===== config.mk =====
export PLATFORM = sky130hd
export DESIGN_NAME = sa_ram_rwsp_param
export DESIGN_NICKNAME = d
export VERILOG_FILES = /design/src/rtl/sa_ram_rwsp_param.sv
export SDC_FILE = /design/constraint.sdc
export NUM_CORES = 1
export LEC_CHECK = 0
export BUFFER_PORTS_ARGS = -buffer_cell sky130_fd_sc_hd__buf_2
export CAP_MARGIN = 20
export CORE_ASPECT_RATIO = 1.5
export CORE_MARGIN = 10
export CORE_UTILIZATION = 54
export CTS_BUF_LIST = sky130_fd_sc_hd__clkbuf_16
export CTS_CLUSTER_DIAMETER = 50
export CTS_CLUSTER_SIZE = 8
export DETAILED_ROUTE_END_ITERATION = 8
export PLACE_DENSITY_LB_ADDON = 0.12
export SYNTH_ARGS = -nofsm -noshare
export SYNTH_HDL_FRONTEND = slang
export SYNTH_SLANG_ARGS = --single-unit

===== constraint.sdc =====
create_clock -name clk -period 2.18 [get_ports clk]
set_input_delay 0.109 -clock clk [delete_from_list [all_inputs] [get_ports clk]]
set_output_delay 0.109 -clock clk [all_outputs]
set_load 0.1 [all_outputs]

===== src/rtl/sa_ram_rwsp_param.sv =====
// One-write/one-read-port RAM with two-stage read, zero-fill after reset, read-valid flag and optional bypass.
// Define SA_RAM_PARITY_EN to store an even-parity bit per word and flag mismatches on par_err.
module sa_ram_rwsp_param #(
  parameter int DW     = 14,
  parameter int AW     = 4,
  parameter int BYPASS = 1
) (
  input  logic          clk,
  input  logic          rst,
  input  logic [AW-1:0] ra,
  input  logic          re,
  input  logic          ore,
  output logic [DW-1:0] dout,
  output logic          dout_vld,
  input  logic [AW-1:0] wa,
  input  logic          we,
  input  logic [DW-1:0] di,
  input  logic [31:0]   pwrbus_ram_pd,
  output logic          init_busy,
  output logic          par_err
);

  localparam int DEPTH = 1 << AW;
`ifdef SA_RAM_PARITY_EN
  localparam int WW = DW + 1;
`else
  localparam int WW = DW;
`endif
  localparam logic [AW:0] CLR_LAST = (AW+1)'(DEPTH - 1);

  typedef enum logic {CLEAR, READY} state_t;

  state_t        r_state;
  state_t        w_state_next;
  logic [AW:0]   r_clr_addr;
  logic [AW-1:0] r_ra_d;
  logic          r_ra_vld;
  logic [DW-1:0] r_dout;
  logic          r_dout_vld;
  logic [WW-1:0] r_mem [0:DEPTH-1];

  logic          w_ready;
  logic          w_clr_last;
  logic          w_mem_we;
  logic [AW-1:0] w_mem_wa;
  logic [WW-1:0] w_mem_wd;
  logic [WW-1:0] w_di_word;
  logic [WW-1:0] w_rd_word;
  logic          w_bypass;
  logic          w_unused_pwr;

  assign w_unused_pwr = ^pwrbus_ram_pd;
  assign w_ready      = (r_state == READY);
  assign w_clr_last   = (r_clr_addr == CLR_LAST);

  always_comb begin
    w_state_next = r_state;
    case (r_state)
      CLEAR:   if (w_clr_last) w_state_next = READY;
      READY:   w_state_next = READY;
      default: w_state_next = CLEAR;
    endcase
  end

  always_ff @(posedge clk or posedge rst) begin
    if (rst) begin
      r_state    <= CLEAR;
      r_clr_addr <= '0;
    end else begin
      r_state <= w_state_next;
      if (r_state == CLEAR) r_clr_addr <= r_clr_addr + {{AW{1'b0}}, 1'b1};
    end
  end

`ifdef SA_RAM_PARITY_EN
  assign w_di_word = {^di, di};
`else
  assign w_di_word = di;
`endif

  // The zero-fill sweep owns the single write port until READY.
  assign w_mem_we = (r_state == CLEAR) | (w_ready & we);
  assign w_mem_wa = w_ready ? wa : r_clr_addr[AW-1:0];
  assign w_mem_wd = w_ready ? w_di_word : '0;

  always_ff @(posedge clk) begin
    if (w_mem_we) r_mem[w_mem_wa] <= w_mem_wd;
  end

  assign w_rd_word = r_mem[r_ra_d];
  assign w_bypass  = (BYPASS != 0) && we && ore && (wa == r_ra_d);

  always_ff @(posedge clk or posedge rst) begin
    if (rst) begin
      r_ra_d     <= '0;
      r_ra_vld   <= 1'b0;
      r_dout     <= '0;
      r_dout_vld <= 1'b0;
    end else if (w_ready) begin
      if (re) begin
        r_ra_d   <= ra;
        r_ra_vld <= 1'b1;
      end
      if (ore) begin
        r_dout     <= w_bypass ? di : w_rd_word[DW-1:0];
        r_dout_vld <= r_ra_vld;
      end
    end
  end

`ifdef SA_RAM_PARITY_EN
  logic r_par_err;
  always_ff @(posedge clk or posedge rst) begin
    if (rst) begin
      r_par_err <= 1'b0;
    end else if (w_ready && ore) begin
      // Forwarded write data carries fresh parity, so it can never mismatch.
      r_par_err <= w_bypass ? 1'b0 : (r_ra_vld & ((^w_rd_word[DW-1:0]) != w_rd_word[DW]));
    end
  end
  assign par_err = r_par_err;
`else
  assign par_err = 1'b0;
`endif

  assign dout      = r_dout;
  assign dout_vld  = r_dout_vld;
  assign init_busy = (r_state == CLEAR);

endmodule


Word level (Yosys, flattened, before mapping)
Memory sizes are Yosys's and may differ from the RTL's. A register that Yosys moved wholly into a read port is not among the register bits. Cells that the tools add are included.

Bits in registers: 12. Logic and storage cells: 19. Memory bits (writable): 224. Memories: 1. Bits of input ports: 59. Output and inout port bits: 17.

Memory list: r_mem (depth 16, width 14, read ports 1, clocked after memory_dff 1, wr ports 1, RTL line 40) `logic [WW-1:0] r_mem [0:DEPTH-1];`.

Equal/unequal tests: 1. Reductions and logical operators: 2. Add/sub/neg operators: 1. Mux-type cells: 6. Bitwise operators: 3.

Operators with widths (number): $mux W14 (1); $add A5 B1 Y5 const B (1); $eq A5 B4 Y1 const B (1); $mux W4 (1); $reduce_and A2 Y1 (2); $mux W1 (3); $pmux W1 S2 (1); $and A1 B1 Y1 (1); $not A1 Y1 (1); $or A1 B1 Y1 (1).

Longest topological paths before layout
Gate-level depths: netlist of the first run.

Depth after elaboration: 4. Depth in mapped cells: 7. Mapped depth without buffers: 5.

Least setup slack after synthesis of the first run
OpenSTA, ideal clock, no wires.

Path type: reg-to-reg. Start point: register r_state. End point: memory r_mem[1][0] in the netlist's numbering, enable pin. Setup time: 0.384 ns. Path buffers: 1. Slack: -0.409 ns. Period minus slack after synthesis: 2.589 ns. Stages on the path, launching flop included: 6. Required time: 1.796 ns. Arrival: 2.205 ns. Path through: dfrtp_1 > buf_6 > inv_1 > nand2_1 > o32a_1 > nor2_1.

Cells in the longest elaborated chain, start to end: 4. Elaborated cells between the ends (all ways): 6. Those cells by class: mux (3); bitwise (3).

Ends and longest elaborated chain: from (decl) (RTL line 33) `state_t r_state;`; from (signal assigned) (RTL line 70) `r_state <= w_state_next;`; $not A1 Y1; net init_busy (RTL line 19) `output logic init_busy,`; $or A1 B1 Y1 (RTL line 82) `assign w_mem_we = (r_state == CLEAR) | (w_ready & we);`; $mux W1 (RTL line 87) `if (w_mem_we) r_mem[w_mem_wa] <= w_mem_wd;`; $mux W1 (implied by the code) (RTL line 87); to (decl) (RTL line 40).

The timed path passes the listed nets, and every way through them passes these cells.

==> flow_summary.json, run 1 <==
{
  "outcome": "complete, no violations",
  "yosysWarningCount": 0,
  "die-area_sq_um": 24100,
  "min_period_ns": 2.09,
  "clk_latency_ns": 0.49,
  "clk_pin_slew_ns": 0.05,
  "tightest_slew_ns": 0.685,
  "ios": 76,
  "setup_ws_ns": 0.0868,
  "routed-wl-met3_microns": 1350,
  "synth_area_leaders": "edfxtp_1 68%, mux4_2 13%, dfrtp_1 6.6%",
  "fillerInstances": 1159,
  "grt_pass1_wl_microns": 34000,
  "maxSlewHeadroom": 0.541,
  "period_share": 0.960,
  "fin_util": 0.670,
  "routed_wl_microns": 22200,
  "vias_per_cell": 6.08,
  "cts_buffer_depth": 3,
  "drive_gt1_frac": 0.318,
  "setup_viol": 0,
  "cap_viol_max_count": 0,
  "antenna_left": 0,
  "ys_ff_latch": 250,
  "drc": 0,
  "port_buffers": 42,
  "start_util": 0.547,
  "critPathKind": "reg2reg",
  "cellPowerDensity_nw_per_um2": 981,
  "n_antenna_cell": 0,
  "gr-total-overflow": 0,
  "final_common_cell": "edfxtp_1",
  "coreArea_sq_um": 17900,
  "synth_nets": 546,
  "cts_tree": "done",
  "top_layer": "met4",
  "path_max_fanout": 9,
  "async_flop_share": 0.104,
  "required_ns": 2.55,
  "final_cells": 837,
  "worstSetupEndpointType": "flop",
  "place_congestion": 0.759,
  "grt_pass1_vias": 5648,
  "grt_usage": 0.192,
  "synth_edf_count": 224,
  "ys_seq_area_frac": 0.751,
  "yosysTopAreaCell": "edfxtp_1",
  "timing.fmax_mhz": 478,
  "dpl_worst_slack_ns": 0.0634,
  "syn_inst": 485,
  "dp_hpwl_microns": 12900,
  "leakagePower_nw": 4.21,
  "ys.flop_type": "edfxtp_1",
  "slew_violations": 0,
  "cp.arrival_ns": 2.46,
  "cts_buffers": 37,
  "dpl_cell_area_sq_um": 10700,
  "synth_area_sq_um": 9820,
  "met2_length_microns": 12000,
  "wire_per_inst_microns": 26.5,
  "vias": 5087,
  "place_inst": 748,
  "synthToLayoutAreaGrowth_pct": 22.4,
  "m1WireLength_microns": 8430,
  "grt_max_degree": 35,
  "ys_types": 36,
  "antenna_found_initial": 0,
  "syn_avg_cell_area_sq_um": 20.2,
  "first_iter_violations": 426,
  "cp-start-kind": "flop",
  "yosysTopAreaCellShare": 0.685,
  "die_h_microns": 185,
  "fin_area_sq_um": 12000,
  "final_nets": 653,
  "finalClockSkew_ns": 0.0120,
  "hold_viol_final": 0,
  "cts_max_level": 2,
  "mostFrequentLayoutCells": "224 x edfxtp_1, 56 x mux4_2, 42 x buf_2, 39 x clkbuf_16, 30 x inv_1",
  "drt_pre_antenna_iters": 5,
  "ir_worst_vdd_v": 0.000755,
  "die_w_microns": 130,
  "cts.sinks": 250,
  "hp-class": "in2async",
  "cts_root_buf": "clkbuf_16",
  "fp-row-count": 60
}
==> cell usage after synthesis, types with 3 or more instances <==
| master | number |
|---|---|
| edfxtp_1 | 224 |
| mux4_2 | 56 |
| a22oi_1 | 28 |
| dfrtp_1 | 26 |
| nor2_1 | 22 |
| a21oi_1 | 16 |
| and2_1 | 15 |
| a221o_1 | 14 |
| clkbuf_1 | 14 |
| buf_2 | 7 |
| xnor2_1 | 7 |
| inv_1 | 6 |
| mux2_2 | 5 |
| nand2_1 | 5 |
| buf_4 | 4 |
| mux2i_1 | 4 |
| a31oi_1 | 3 |
| and3_1 | 3 |
| buf_1 | 3 |
| nor2b_1 | 3 |
==> state kept, by name (all words and copies together), names as in the netlist <==
name        flops
dout_vld        1
dout           14
r_ra_vld        1
r_state         1
r_mem         224
r_ra_d          4
r_clr_addr      5
==> per-stage QoR <==
stage | setup TNS, ns | power, mW | hold WS (ns)
finish | 0 | 11.8 | 0.0563
global route | -0.00532 | 12.2 | 0.0788
CTS | 0 | 11.9 | 0.0404
detailed placement | 0 | 6.75 | 0.00586
global placement | 0 | 6.73 | 0.00240
floorplan | -14.42 | 6.40 | 0.149
==> path summary, 6_finish.rpt <==
| path | startpoint | to | slack, ns | cells after the start |
|---|---|---|---|---|
| worst max-delay path | r_ra_d[0]$_DFFE_PP0P_ | dout[8]$_DFFE_PP0P_ | 0.09 | 5 |
| worst min-delay path | rst | dout_vld$_DFFE_PP0P_ | 0.06 | 3 |
| worst max register to register | r_ra_d[0]$_DFFE_PP0P_ | dout[8]$_DFFE_PP0P_ | 0.09 | 5 |
| worst min register to register | r_ra_vld$_DFFE_PP0P_ | r_ra_vld$_DFFE_PP0P_ | 0.47 | 1 |
| max in group asynchronous | rst | r_ra_d[1]$_DFFE_PP0P_ | 1.50 | 4 |
| min in group clk | ore | dout_vld$_DFFE_PP0P_ | 0.28 | 4 |
==> cell families (layout without fill, tap and decap cells) <==
family,after synthesis,count (layout),synth area share
flops,250,250,0.751
other cells,1,1,0.000382
fa+ha+maj,2,2,0.00255
buf+inv,36,171,0.0177
compound gates,66,66,0.0522
mux,66,66,0.139
simple gates,56,56,0.0294
xor+xnor,8,8,0.00713
==> cell type report <==
class / instances / area, sq um / share of cell area
clock buffer: 39 / 976 / 0.0812
tap: 217 / 272 / 0.0226
multi-input combinational: 199 / 2300 / 0.192
sequential: 250 / 7380 / 0.614
timing repair buffer: 98 / 943 / 0.0785
clock inverter: 28 / 113 / 0.00937
inverter: 6 / 26.3 / 0.00219
==> routing by layer <==
layer / vias up / track usage
met5: - / 0
met4: 0 / 0.0569
met1: 2644 / 0.233
met3: 31 / 0.0369
met2: 184 / 0.339
li1: 2228 / -
==> where the power goes <==
group	switching, mW	leakage (nW)	internal, mW	total, mW
logic	0.865	1.25	0.445	1.31
registers	0.0630	2.33	5.32	5.38
clock network	1.90	0.626	3.18	5.09
==> worst max-delay path, stage by stage (launching register included) <==
cell     delay, ns
dfrtp_4       0.57
buf_4         0.24
mux4_2        0.51
a22oi_1       0.24
a21oi_1       0.13
a221o_1       0.27
==> what timing repair did <==
action / in CTS / in global routing
resized for setup: 0 / 3
buffers inserted: 0 / 2
hold buffers: 20 / 0
endpoints found under the setup margin: 0 / 20
endpoints found under the hold margin: 45 / 0
No activity file was read; power rests on OpenSTA's default activity.
==> inputs of run 2 (changes only) <==
--- a/config.mk
+++ b/config.mk
@@ -5,11 +5,12 @@
 export SDC_FILE = /design/constraint.sdc
 export NUM_CORES = 1
 export LEC_CHECK = 0
+export ABC_AREA = 1
 export BUFFER_PORTS_ARGS = -buffer_cell sky130_fd_sc_hd__buf_2
 export CAP_MARGIN = 20
 export CORE_ASPECT_RATIO = 1.5
 export CORE_MARGIN = 10
-export CORE_UTILIZATION = 54
+export CORE_UTILIZATION = 55
 export CTS_BUF_LIST = sky130_fd_sc_hd__clkbuf_16
 export CTS_CLUSTER_DIAMETER = 50
 export CTS_CLUSTER_SIZE = 8
==> run 2 against run 1 <==
Design area is 9.2% higher. Critical path depth increased by 2. Via count rose by 53%. Worst setup slack better by 0.099 ns. Clock power is 4% higher.
==> flow_summary.json, run 2 <==
{
  "start_util": 0.562,
  "first_iter_violations": 624,
  "worstSetupEndpointType": "flop",
  "dpl_worst_slack_ns": 0.247,
  "port_buffers": 42,
  "yosysTopAreaCell": "edfxtp_1",
  "period_share": 0.915,
  "multiInputGateArea_sq_um": 2760,
  "outcome": "complete, no violations",
  "grt_pass1_wl_microns": 42200,
  "setup_viol": 0,
  "hold_buffers": 7,
  "yosysMostFrequentCell": "nand2_1",
  "cp_slowest_cell": "dfrtp_1",
  "swShare": 0.259,
  "drive_gt1_frac": 0.130,
  "place_congestion": 0.823,
  "cts-resized-gates": 0,
  "cp-start-kind": "flop",
  "crit_top_cell": "nand2_1",
  "clk_pin_slew_ns": 0.05,
  "cellPowerDensity_nw_per_um2": 925,
  "final_nets": 1260,
  "async_flop_share": 0.104,
  "die-area_sq_um": 26500,
  "ios": 76,
  "grt_usage": 0.206,
  "antenna_found_initial": 0,
  "cp.arrival_ns": 2.19,
  "switchingPower_mw": 3.15,
  "cts_tree": "done",
  "hold_viol_final": 0,
  "ys_seq_area_frac": 0.660,
  "place_inst": 1413,
  "fp-row-count": 63,
  "yosysWarningCount": 0,
  "vias": 7770,
  "setup_tns_ns": 0,
  "hold_slack_ns": 0.0130,
  "cts_buffers": 37,
  "synth_nets": 1181,
  "regArea_sq_um": 7380,
  "synth_edf_count": 224,
  "maxSlewHeadroom": 0.548,
  "setup_ws_ns": 0.186,
  "cts.sinks": 250,
  "top_register": "r_mem",
  "hp-class": "in2reg",
  "tightest_slew_ns": 0.678,
  "slowest_delay_ns": 0.63,
  "min_period_ns": 1.99,
  "cts_root_buf": "clkbuf_16",
  "final_common_cell": "nand2_1",
  "ys_ff_latch": 250,
  "die_h_microns": 195,
  "cap_viol_max_count": 0,
  "synth_area_leaders": "edfxtp_1 60%, nand2_1 12%, nand3_1 8.7%",
  "coreArea_sq_um": 19900,
  "dpl_cell_area_sq_um": 11900,
  "power_frac_comb": 0.124,
  "postCtsSetupBuffers": 0,
  "n_antenna_cell": 0,
  "wire_per_inst_microns": 18.2,
  "leakagePower_nw": 6.02,
  "grt_max_degree": 114,
  "routed_wl_microns": 27000,
  "path_max_fanout": 12,
  "dp_hpwl_microns": 16600,
  "power_frac_clock": 0.435,
  "p_int_mw": 8.99,
  "rsz0062_at_grt": "false",
  "synthToLayoutAreaGrowth_pct": 17.5,
  "fin_area_sq_um": 13100,
  "slew_violations": 0,
  "largest_reg_flops": 224,
  "grt_pass1_vias": 7750,
  "reg2reg_slack_ns": 0.19,
  "mostFrequentLayoutCells": "349 x nand2_1, 224 x edfxtp_1, 221 x inv_1, 195 x nand3_1, 42 x buf_2",
  "final_cells": 1488,
  "seqPwrFrac": 0.442,
  "synth_area_sq_um": 11200,
  "vias_per_cell": 5.22,
  "die_w_microns": 136,
  "cts_max_level": 2,
  "fillerInstances": 1566,
  "critPathKind": "reg2reg",
  "clk_latency_ns": 0.51,
  "antenna_left": 0,
  "fin_util": 0.661,
  "total_power_mw": 12.1,
  "required_ns": 2.37,
  "yosysTopAreaCellShare": 0.602,
  "drc": 0,
  "crit_chain": "inv_6 > nand2_1 > nand2_1 > inv_1 > nand3_1 > nor2_1 > buf_4",
  "timing.fmax_mhz": 501,
  "finalClockSkew_ns": 0.0245,
  "drt_pre_antenna_iters": 5,
  "gr-total-overflow": 0,
  "synth_common_cells": "349 x nand2_1, 224 x edfxtp_1, 195 x inv_1, 195 x nand3_1, 35 x buf_2",
  "cts_buffer_depth": 3,
  "syn_inst": 1120,
  "ir_worst_vdd_v": 0.000618,
  "ys_types": 28,
  "syn_avg_cell_area_sq_um": 9.97,
  "ys.flop_type": "edfxtp_1"
}
run 2: cell count changes after synthesis, sizes merged, moves of 12 or more:
cell / change
nand2: +350
mux4: -56
a21oi: -12
a221o: -14
nand3: +205
buf: +27
inv: +194
and2: -15
a22oi: -28
nand4: +14
run 2: critical path, delay by kind of cell, from the launching register on:
kind	cells	cell delay [ns]
buf+inv	3	0.43
simple gates	4	0.60
flops	1	0.63
run 2: final timing paths:
path                                      start                         to  cells after the start
min in group asynchronous                   rst        dout[9]$_DFFE_PP0P_                      3
max                           r_state$_DFF_PP0_      r_mem[7][9]$_DFFE_PP_                      7
min reg2reg                r_ra_vld$_DFFE_PP0P_       r_ra_vld$_DFFE_PP0P_                      2
max reg2reg                   r_state$_DFF_PP0_      r_mem[7][9]$_DFFE_PP_                      7
min                                       di[8]        dout[8]$_DFFE_PP0P_                      5
max in group asynchronous                   rst  r_clr_addr[1]$_DFFE_PP0N_                      4
run 2: cell families after synthesis:
kind of cell	share of synthesized area
xor+xnor	0.00235
compound gates	0.00269
other cells	0.000336
fa+ha+maj	0.00224
flops	0.660
simple gates	0.239
buf+inv	0.0927
run 2: power groups by stage:
stage          Clock (mW)  Combinational [mW]  Sequential (mW)
2_1_floorplan           0               0.704             5.81
3_3_place_gp            0                1.47             5.45
3_5_place_dp            0                1.49             5.45
4_1_cts              5.35                1.50             5.36
5_1_grt              5.54                1.62             5.36
6_report             5.28                1.50             5.36
run 2: layer usage:
layer / track usage / vias up / share of wire
li1: - / 3775 / -
met1: 0.259 / 3680 / 0.41
met2: 0.347 / 257 / 0.50
met3: 0.0333 / 58 / 0.062
met4: 0.0738 / 0 / 0.028
met5: 0 / - / 0
run 2: final cells by class:
| cell class | instances | area share |
|---|---|---|
| repair buffers | 96 | 0.0597 |
| inverters | 200 | 0.0577 |
| clock buffers | 39 | 0.0744 |
| multi-input cells | 614 | 0.210 |
| clock inverters | 29 | 0.0107 |
| flip-flops and latches | 250 | 0.562 |
| well taps | 260 | 0.0248 |
==> inputs of run 3 (changes only) <==
==> constraint.sdc (replaced) <==
create_clock -name clk -period 1.9 [get_ports clk]
set_input_delay 0.095 -clock clk [delete_from_list [all_inputs] [get_ports clk]]
set_output_delay 0.095 -clock clk [all_outputs]
set_load 0.1 [all_outputs]
==> run 3 against run 2 <==
Maximum frequency rose by 13%. Register-to-register slack got worse by 0.06 ns. Clock skew is 0.0049 ns lower. Sequential share of layout area down 0.52 points. Sequential power grew 15%. Worst setup slack lost 0.057 ns. Hold slack about the same. First-iteration DRC count decreased by 9.0%. Critical path depth grew 2. Via count shrank 1.6%. Clock power up 10%. Highest routed layer unchanged.
==> flow_summary.json, run 3 (synthesis gave the netlist of run 2 again) <==
{
  "first_iter_violations": 568,
  "cts_buffer_depth": 3,
  "synthToLayoutAreaGrowth_pct": 18.6,
  "antenna_left": 0,
  "min_period_ns": 1.77,
  "cp-start-kind": "flop",
  "hp-class": "in2reg",
  "critPathKind": "reg2reg",
  "hp-start": "di[11]",
  "grt_pass1_wl_microns": 40500,
  "die_w_microns": 136,
  "worstSetupEndpointType": "flop",
  "grt_pass1_vias": 7596,
  "cts_root_buf": "clkbuf_16",
  "place_inst": 1433,
  "dpl_cell_area_sq_um": 12000,
  "outcome": "complete, no violations",
  "final_common_cell": "nand2_1",
  "largest_reg_flops": 224,
  "ir_worst_vdd_v": 0.000662,
  "wire_per_inst_microns": 16.8,
  "routed_wl_microns": 25300,
  "port_buffers": 42,
  "crit_start": "r_ra_d[0]$_DFFE_PP0P_",
  "regArea_sq_um": 7380,
  "final_nets": 1287,
  "coreArea_sq_um": 19900,
  "n_antenna_cell": 0,
  "grt_util_met2": 0.325,
  "setup_tns_ns": 0,
  "timing.fmax_mhz": 564,
  "fin_util": 0.667,
  "ios": 76,
  "drt_pre_antenna_iters": 5,
  "cts_max_level": 2,
  "path_max_fanout": 49,
  "grt_usage": 0.194,
  "die-area_sq_um": 26500,
  "fp-row-count": 63,
  "multiInputGateArea_sq_um": 2770,
  "reg2reg_from": "r_ra_d[0]$_DFFE_PP0P_",
  "leakagePower_nw": 6.06,
  "cellPowerDensity_nw_per_um2": 1040,
  "antenna_found_initial": 0,
  "cts_tree": "done",
  "grt_busiest_layer": "met2",
  "final_cells": 1501,
  "finalClockSkew_ns": 0.0196,
  "vias_per_cell": 5.09,
  "period_share": 0.932,
  "place_congestion": 0.853,
  "required_ns": 2.29,
  "total_power_mw": 13.7,
  "drive_gt1_frac": 0.149,
  "cap_viol_max_count": 0,
  "setup_viol": 0,
  "slew_violations": 0,
  "rsz0062_at_grt": "false",
  "gr-total-overflow": 0,
  "mostFrequentLayoutCells": "349 x nand2_1, 224 x edfxtp_1, 207 x inv_1, 194 x nand3_1, 58 x buf_4",
  "grt_use_met1": 0.246,
  "dp_hpwl_microns": 16800,
  "cts_buffers": 37,
  "grt_max_degree": 50,
  "top_register": "r_mem",
  "vias": 7643,
  "cp.arrival_ns": 2.16,
  "grt_use_met3": 0.0338,
  "fillerInstances": 1562,
  "hold_viol_final": 0,
  "start_util": 0.562,
  "die_h_microns": 195,
  "clk_latency_ns": 0.52,
  "drc": 0,
  "fin_area_sq_um": 13300,
  "cts.sinks": 250,
  "clk_pin_slew_ns": 0.05
}
-- run 3: metal layers --
metal  wire [microns]  vias up
met5                0        -
met4              672        0
met3             1290       60
met2            12600      211
met1            10700     3546
li1                 -     3826
-- run 3: final timing paths --
path	cells after the start	to	slack, ns
worst max-delay path	9	dout[2]$_DFFE_PP0P_	0.13
worst min-delay path	5	dout[11]$_DFFE_PP0P_	0.01
worst max register to register	9	dout[2]$_DFFE_PP0P_	0.13
worst min register to register	2	r_ra_vld$_DFFE_PP0P_	0.46
max in group asynchronous	4	r_ra_d[0]$_DFFE_PP0P_	1.39
min in group asynchronous	4	dout[11]$_DFFE_PP0P_	0.21
-- run 3: power by group --
part           internal (mW)  switching (mW)  total, mW
sequential              6.10          0.0399       6.14
combinational          0.462            1.30       1.77
clock                   3.61            2.21       5.82
total                   10.2            3.56       13.7
-- run 3: worst max-delay path, cell delays in order (launching register included) --
cell,delay (ns)
dfrtp_4,0.46
buf_16,0.24
buf_4,0.26
nand2_1,0.07
nand3_1,0.10
nand3_1,0.10
nand3_1,0.14
nand3_2,0.11
nand3_1,0.10
nand2_1,0.06
-- run 3: cell type report --
type / count / share of cell area
Clock buffer: 37 / 0.0699
Clock inverter: 17 / 0.00907
Inverter: 200 / 0.0571
Multi-Input combinational cell: 614 / 0.209
Sequential cell: 250 / 0.557
Tap cell: 260 / 0.0246
Timing Repair Buffer: 123 / 0.0728
-- run 3: stage by stage --
stage                     worst slack (ns)  hold slack [ns]
after global routing               0.00186           0.0298
after floorplan                     -0.159            0.135
after detailed placement            0.0150            0.172
final                                0.128           0.0130
after global placement              0.0441            0.166
after CTS                           0.0926          0.00509
-- run 3: repair_timing --
| item | in CTS | in global routing |
|---|---|---|
| endpoints found under the hold margin | 39 | 0 |
| setup buffers | 0 | 0 |
| pin swaps | 0 | 0 |
| hold buffers | 14 | 0 |
| gates resized for setup | 1 | 5 |
| endpoints found under the setup margin | 3 | 28 |
| gates cloned | 0 | 0 |
